<file path="src/rtl/regfile_wb_ctrl_if.sv">
// Result-producer / regfile write-port bundle for regfile_wb_ctrl.
// master: producers + regfile side; slave: the write-back controller.
interface regfile_wb_ctrl_if;
  logic        ld_valid;
  logic [4:0]  ld_waddr;
  logic [31:0] ld_wdata;
  logic        res1_valid;
  logic [4:0]  res1_waddr;
  logic [31:0] res1_wdata;
  logic        res2_valid;
  logic [4:0]  res2_waddr;
  logic [31:0] res2_wdata;
  logic        in_ready;
  logic        we_i1;
  logic [4:0]  waddr_i1;
  logic [31:0] wdata_i1;
  logic        we_i2;
  logic [4:0]  waddr_i2;
  logic [31:0] wdata_i2;
  logic [4:0]  chk_addr0, chk_addr1, chk_addr2, chk_addr3;
  logic        chk_busy0, chk_busy1, chk_busy2, chk_busy3;
  logic [3:0]  occupancy;

  modport master (
    output ld_valid, ld_waddr, ld_wdata,
    output res1_valid, res1_waddr, res1_wdata,
    output res2_valid, res2_waddr, res2_wdata,
    output chk_addr0, chk_addr1, chk_addr2, chk_addr3,
    input  in_ready, we_i1, waddr_i1, wdata_i1, we_i2, waddr_i2, wdata_i2,
    input  chk_busy0, chk_busy1, chk_busy2, chk_busy3, occupancy
  );

  modport slave (
    input  ld_valid, ld_waddr, ld_wdata,
    input  res1_valid, res1_waddr, res1_wdata,
    input  res2_valid, res2_waddr, res2_wdata,
    input  chk_addr0, chk_addr1, chk_addr2, chk_addr3,
    output in_ready, we_i1, waddr_i1, wdata_i1, we_i2, waddr_i2, wdata_i2,
    output chk_busy0, chk_busy1, chk_busy2, chk_busy3, occupancy
  );
endinterface

</file>
<file path="src/rtl/regfile_wb_ctrl.sv">
// Write-back merge buffer: up to 3 results/cycle in (ld, res1, res2 order),
// 8-entry FIFO, drained 2/cycle into a dual-write-port regfile.
module regfile_wb_ctrl (
  input  logic              clk,
  input  logic              resetn,
  regfile_wb_ctrl_if.slave  bus
);
  logic [4:0]  mem_addr [8];
  logic [31:0] mem_data [8];
  logic [2:0]  head, tail;
  logic [3:0]  count;
  logic        v0, v1, v2;
  logic [2:0]  slot1, slot2;
  logic [1:0]  enq_n, deq_n;
  logic [2:0]  head_p1;
  logic [2:0]  off [8];
  logic [7:0]  entry_vld;
  logic [4:0]  chk_addr [4];
  logic [3:0]  chk_busy;

  // Readiness depends only on registered count; 3 free slots guarantee a full cycle fits.
  assign bus.in_ready = (count <= 4'd5);

  assign v0 = bus.in_ready && bus.ld_valid   && (bus.ld_waddr   != 5'd0);
  assign v1 = bus.in_ready && bus.res1_valid && (bus.res1_waddr != 5'd0);
  assign v2 = bus.in_ready && bus.res2_valid && (bus.res2_waddr != 5'd0);

  // Accepted results pack into consecutive slots from tail with no gaps.
  assign slot1 = tail  + {2'b00, v0};
  assign slot2 = slot1 + {2'b00, v1};
  assign enq_n = {1'b0, v0} + {1'b0, v1} + {1'b0, v2};
  assign deq_n = (count >= 4'd2) ? 2'd2 : {1'b0, count[0]};

  always_ff @(posedge clk) begin
    if (v0) begin
      mem_addr[tail] <= bus.ld_waddr;
      mem_data[tail] <= bus.ld_wdata;
    end
    if (v1) begin
      mem_addr[slot1] <= bus.res1_waddr;
      mem_data[slot1] <= bus.res1_wdata;
    end
    if (v2) begin
      mem_addr[slot2] <= bus.res2_waddr;
      mem_data[slot2] <= bus.res2_wdata;
    end
  end

  always_ff @(posedge clk or negedge resetn) begin
    if (!resetn) begin
      head  <= 3'd0;
      tail  <= 3'd0;
      count <= 4'd0;
    end else begin
      head  <= head + {1'b0, deq_n};
      tail  <= tail + {1'b0, enq_n};
      count <= count + {2'b00, enq_n} - {2'b00, deq_n};
    end
  end

  // Port 2 always carries the younger entry so it wins on an address clash.
  assign head_p1      = head + 3'd1;
  assign bus.we_i1    = (count >= 4'd1);
  assign bus.waddr_i1 = bus.we_i1 ? mem_addr[head] : 5'd0;
  assign bus.wdata_i1 = bus.we_i1 ? mem_data[head] : 32'd0;
  assign bus.we_i2    = (count >= 4'd2);
  assign bus.waddr_i2 = bus.we_i2 ? mem_addr[head_p1] : 5'd0;
  assign bus.wdata_i2 = bus.we_i2 ? mem_data[head_p1] : 32'd0;

  assign bus.occupancy = count;

  assign chk_addr[0] = bus.chk_addr0;
  assign chk_addr[1] = bus.chk_addr1;
  assign chk_addr[2] = bus.chk_addr2;
  assign chk_addr[3] = bus.chk_addr3;

  always_comb begin
    entry_vld = '0;
    for (int i = 0; i < 8; i++) begin
      off[i]       = 3'(i) - head;
      entry_vld[i] = ({1'b0, off[i]} < count);
    end
  end

  always_comb begin
    chk_busy = '0;
    for (int k = 0; k < 4; k++) begin
      for (int i = 0; i < 8; i++) begin
        if ((chk_addr[k] != 5'd0) && entry_vld[i] && (mem_addr[i] == chk_addr[k]))
          chk_busy[k] = 1'b1;
      end
    end
  end

  assign bus.chk_busy0 = chk_busy[0];
  assign bus.chk_busy1 = chk_busy[1];
  assign bus.chk_busy2 = chk_busy[2];
  assign bus.chk_busy3 = chk_busy[3];
endmodule

</file>
<file path="src/flat_wrapper.sv">
// flat-port wrapper written by rule: the top's interface ports become plain ports
module regfile_wb_ctrl_flat 
  (clk, resetn, bus_ld_valid, bus_ld_waddr, bus_ld_wdata, bus_res1_valid, bus_res1_waddr, bus_res1_wdata, bus_res2_valid, bus_res2_waddr, bus_res2_wdata, bus_chk_addr0, bus_chk_addr1, bus_chk_addr2, bus_chk_addr3, bus_in_ready, bus_we_i1, bus_waddr_i1, bus_wdata_i1, bus_we_i2, bus_waddr_i2, bus_wdata_i2, bus_chk_busy0, bus_chk_busy1, bus_chk_busy2, bus_chk_busy3, bus_occupancy);
  regfile_wb_ctrl_if bus_i ();
  input  logic clk;
  input  logic resetn;
  input wire logic [$bits(bus_i.ld_valid)-1:0] bus_ld_valid;
  input wire logic [$bits(bus_i.ld_waddr)-1:0] bus_ld_waddr;
  input wire logic [$bits(bus_i.ld_wdata)-1:0] bus_ld_wdata;
  input wire logic [$bits(bus_i.res1_valid)-1:0] bus_res1_valid;
  input wire logic [$bits(bus_i.res1_waddr)-1:0] bus_res1_waddr;
  input wire logic [$bits(bus_i.res1_wdata)-1:0] bus_res1_wdata;
  input wire logic [$bits(bus_i.res2_valid)-1:0] bus_res2_valid;
  input wire logic [$bits(bus_i.res2_waddr)-1:0] bus_res2_waddr;
  input wire logic [$bits(bus_i.res2_wdata)-1:0] bus_res2_wdata;
  input wire logic [$bits(bus_i.chk_addr0)-1:0] bus_chk_addr0;
  input wire logic [$bits(bus_i.chk_addr1)-1:0] bus_chk_addr1;
  input wire logic [$bits(bus_i.chk_addr2)-1:0] bus_chk_addr2;
  input wire logic [$bits(bus_i.chk_addr3)-1:0] bus_chk_addr3;
  output wire logic [$bits(bus_i.in_ready)-1:0] bus_in_ready;
  output wire logic [$bits(bus_i.we_i1)-1:0] bus_we_i1;
  output wire logic [$bits(bus_i.waddr_i1)-1:0] bus_waddr_i1;
  output wire logic [$bits(bus_i.wdata_i1)-1:0] bus_wdata_i1;
  output wire logic [$bits(bus_i.we_i2)-1:0] bus_we_i2;
  output wire logic [$bits(bus_i.waddr_i2)-1:0] bus_waddr_i2;
  output wire logic [$bits(bus_i.wdata_i2)-1:0] bus_wdata_i2;
  output wire logic [$bits(bus_i.chk_busy0)-1:0] bus_chk_busy0;
  output wire logic [$bits(bus_i.chk_busy1)-1:0] bus_chk_busy1;
  output wire logic [$bits(bus_i.chk_busy2)-1:0] bus_chk_busy2;
  output wire logic [$bits(bus_i.chk_busy3)-1:0] bus_chk_busy3;
  output wire logic [$bits(bus_i.occupancy)-1:0] bus_occupancy;
  assign bus_i.ld_valid = bus_ld_valid;
  assign bus_i.ld_waddr = bus_ld_waddr;
  assign bus_i.ld_wdata = bus_ld_wdata;
  assign bus_i.res1_valid = bus_res1_valid;
  assign bus_i.res1_waddr = bus_res1_waddr;
  assign bus_i.res1_wdata = bus_res1_wdata;
  assign bus_i.res2_valid = bus_res2_valid;
  assign bus_i.res2_waddr = bus_res2_waddr;
  assign bus_i.res2_wdata = bus_res2_wdata;
  assign bus_i.chk_addr0 = bus_chk_addr0;
  assign bus_i.chk_addr1 = bus_chk_addr1;
  assign bus_i.chk_addr2 = bus_chk_addr2;
  assign bus_i.chk_addr3 = bus_chk_addr3;
  assign bus_in_ready = bus_i.in_ready;
  assign bus_we_i1 = bus_i.we_i1;
  assign bus_waddr_i1 = bus_i.waddr_i1;
  assign bus_wdata_i1 = bus_i.wdata_i1;
  assign bus_we_i2 = bus_i.we_i2;
  assign bus_waddr_i2 = bus_i.waddr_i2;
  assign bus_wdata_i2 = bus_i.wdata_i2;
  assign bus_chk_busy0 = bus_i.chk_busy0;
  assign bus_chk_busy1 = bus_i.chk_busy1;
  assign bus_chk_busy2 = bus_i.chk_busy2;
  assign bus_chk_busy3 = bus_i.chk_busy3;
  assign bus_occupancy = bus_i.occupancy;
  regfile_wb_ctrl u_core (.clk(clk), .resetn(resetn), .bus(bus_i));
endmodule
</file>
<file path="config.mk">
export PLATFORM = sky130hd
export DESIGN_NAME = regfile_wb_ctrl_flat
export DESIGN_NICKNAME = d
export VERILOG_FILES = /design/src/rtl/regfile_wb_ctrl_if.sv /design/src/rtl/regfile_wb_ctrl.sv /design/src/flat_wrapper.sv
export SDC_FILE = /design/constraint.sdc
export NUM_CORES = 1
export LEC_CHECK = 0
export ABC_AREA = 1
export CAP_MARGIN = 10
export CELL_PAD_IN_SITES_DETAIL_PLACEMENT = 1
export CELL_PAD_IN_SITES_GLOBAL_PLACEMENT = 2
export CORE_MARGIN = 2
export CORE_UTILIZATION = 33
export CTS_CLUSTER_DIAMETER = 40
export DETAILED_ROUTE_END_ITERATION = 10
export GPL_ROUTABILITY_DRIVEN = 0
export PLACE_DENSITY = 0.87
export RECOVER_POWER = 50
export SYNTH_ARGS = -nofsm -noshare
export SYNTH_HDL_FRONTEND = slang
export SYNTH_SLANG_ARGS = --single-unit
</file>
<file path="constraint.sdc">
create_clock -name clk -period 5.2 [get_ports clk]
set_input_delay 1.04 -clock clk [delete_from_list [all_inputs] [get_ports clk]]
set_output_delay 1.04 -clock clk [all_outputs]
set_load 0.05 [all_outputs]
</file>
==> results.ini <==
[placed_design]
port-buffer-count=220
hpwlAfterDp_um=77400

[clocking]
ctsHoldBuffers=0
root_buffer=clkbuf_16
clkLatencyLatePin_ns=0.61
clockBufferDepth=3
htree_levels=3
tritoncts=yes
cts.sinks=306
numCtsBuffers=76
path_clk_slew_ns=0.04

[outcome]
status=finished, final reports clean

[setup_path]
worstPathMaxFanout=26
path_class=flip-flop to output pin
critical_path_arrival_ns=3.92
critPathLaunchType=flip-flop
crit_required_ns=4.16
worst_setup_path_end_kind=output pin

[routing]
avgRoutedWirePerCell_um=24.15
met3_length_um=8886
wl_met2_um=54510
dr_total_vias=27480
wl_met1_um=48770
viasPerCell=5.666
top_layer=met4
firstDrtPassIters=5
ant_nets=0
drc_errors=0
drt_iter0_drc=2472
wirelength_um=117100

[grt]
grt_usage_pct=29.55
grt_pass1_wl_um=174500
grt_max_degree=153
grt.overflow.total=0
grt_pass1_vias=27560
antenna_found_initial=4

[final_layout]
area_growth_pct=22.59
seqCellArea_mm2=0.009143
multiInputGateArea_mm2=0.01370
nFillCells=9365
final_core_util_pct=40.98
drive_gt1_share_pct=8.927
final_nets=3984

[synth]
synth_edf_count=296
synth-xor-area-share_pct=2.766
synth_top_area_cell=edfxtp_1
yosys.area.top_type_share_pct=35.60
ys_seq_area_share_pct=36.60
synthArstFlopShare_pct=3.268
yosys.area_share.simple_pct=36.22
synthTopCellsByCount=nand2_1 (1,765), nand3_1 (304), edfxtp_1 (296)
synth_fa_ha_area_share_pct=1.654
ys.flop_type=edfxtp_1
synth_compound_gate_area_share_pct=13.79
synth_top_family_by_area=simple AND/OR/NAND/NOR gates
yosysWarningCount=0
synth_mux_area_share_pct=0
synthMostInstantiatedCell=nand2_1
synth.net_count=3928
syn_inst=3762
syn_area_mm2=0.02497
ys_ff_latch=306
yosys.cell_types.count=35
postSynthAreaPerCell_um2=6.637
ys_top_cells_by_area=edfxtp_1 (36%), nand2_1 (27%), nand3_1 (6.1%)

[pwr]
peakVddDrop_uv=722.5
power.density_mw_per_mm2=886.1
leakage_nw=13.84

[sta]
setup_viol=0
fin_crit_ns=4.957
post-route-period-util_pct=95.32
fmax_mhz=201.7
maxSlewViolCount=0
rsz0062_at_grt=no
tightest_slew_ns=1.302
fin_worst_skew_ns=0.03954
tns_ns=0
slew_headroom_pct=13.17
hold_viol_final=0

[floorplanning]
std_cell_rows=100
io_pins=221
die-height_um=279.1
die_x_um=279.1
dieArea_mm2=0.07788
core_mm2=0.07470
initial_core_util_pct=33.43

[hold_path]
hold_path_class=flip-flop to flip-flop

[run]
max_cap_violations=0

==> registers in the layout, indices dropped and copies added, names as in the netlist <==
name	flops
u_core.mem_data	256
u_core.mem_addr	40
u_core.bus.occupancy	4
u_core.head	3
u_core.tail	3
==> through the flow <==
| step | area (um2) | power, W | cells | hold slack, ns | setup slack (ns) |
|---|---|---|---|---|---|
| 6_report | 30610 | 0.02712 | 4849 | 0.6670 | 0.2432 |
| 5_1_grt | 30610 | 0.02845 | 4849 | 0.6909 | 0.04061 |
| 4_1_cts | 30750 | 0.02718 | 4845 | 0.6411 | 0.08406 |
| 3_5_place_dp | 28090 | 0.02205 | 4709 | 0.6331 | 0.5056 |
| 3_3_place_gp | 28090 | 0.02181 | 4709 | 0.6221 | 0.5808 |
| 2_1_floorplan | 24970 | 0.01487 | 3762 | 0.5015 | 0.2404 |
==> cells in the final DEF, fill, tap and decap left out, types with 5 or more instances in the layout <==
cell / instances
buf_4: 90
inv_6: 6
a21boi_0: 5
a211oi_1: 37
dfrtp_1: 9
clkinvlp_4: 8
nor2_1: 144
xor2_1: 11
o221a_2: 33
inv_2: 10
clkinv_1: 11
o21ai_1: 44
nand2_1: 1755
bufinv_16: 14
nor2_4: 6
a21oi_1: 99
o21ai_0: 201
nand3_1: 300
clkbuf_1: 10
nand4_1: 9
edfxtp_1: 296
nor3_1: 41
clkbuf_16: 77
nand2_2: 13
o211ai_1: 74
inv_1: 159
xnor2_1: 67
clkinv_2: 14
buf_12: 48
o22ai_1: 74
dlygate4sd3_1: 7
ha_1: 24
fa_1: 5
clkdlybuf4s50_1: 140
==> cells by family (layout without fill, tap and decap cells) <==
| kind of cell | after synthesis | count (layout) |
|---|---|---|
| simple gates | 2278 | 2278 |
| compound gates | 569 | 569 |
| buf+inv | 499 | 613 |
| flops | 306 | 306 |
| xor+xnor | 78 | 78 |
| fa+ha+maj | 30 | 30 |
| other cells | 2 | 6 |
==> worst max-delay path, stage by stage, from the launching register on <==
cell and delay (ns):
dfrtp_1 0.57, inv_1 0.21, ha_4 0.56, ha_1 0.31, nand2_1 0.07, nand2_1 0.08
a21boi_0 0.74, nand2_1 0.16, nand2_1 0.10, nor2_1 0.04, a21oi_1 0.28, buf_12 0.18
==> path summary, 6_finish.rpt <==
path | startpoint | endpoint | slack (ns) | cells after the start
worst max-delay path | u_core.head[1] | bus_chk_busy0 | 0.24 | 11
worst min-delay path | u_core.tail[2] | u_core.tail[2] | 0.67 | 1
worst max register to register | u_core.bus.occupancy[3] | u_core.mem_addr[1][3] | 0.28 | 11
worst min register to register | u_core.tail[2] | u_core.tail[2] | 0.67 | 1
max in group asynchronous | resetn | u_core.head[0] | 3.88 | 1
min in group asynchronous | resetn | u_core.bus.occupancy[0] | 0.88 | 1
==> area by class of cell <==
class,count,share of cell area [%]
antenna,4,0.03270
clock buffer,87,6.450
clock inverter,49,2.220
inverter,178,2.240
multi-input combinational,2957,44.74
sequential,306,29.87
tap,969,3.961
timing repair buffer,299,10.48
==> where the power goes <==
group          total [W]  switching [W]  leakage (nW)  internal [W]
Sequential       0.00494       0.000790          2.82       0.00415
Combinational     0.0171         0.0117          9.75       0.00540
Clock            0.00505        0.00163          1.28       0.00342
==> repair_timing <==
item / in CTS / in global routing
endpoints found under the setup margin: 0 / 9
buffers inserted: 0 / 0
resized for setup: 0 / 6
endpoints found under the hold margin: 0 / 0
==> layer usage <==
layer / vias up / GRT usage, %
met3: 255 / 4.083
met4: 0 / 13.63
met5: - / 0
met1: 13530 / 38.78
li1: 12520 / -
met2: 1177 / 48.13
Power figures use the tool's default switching activity.
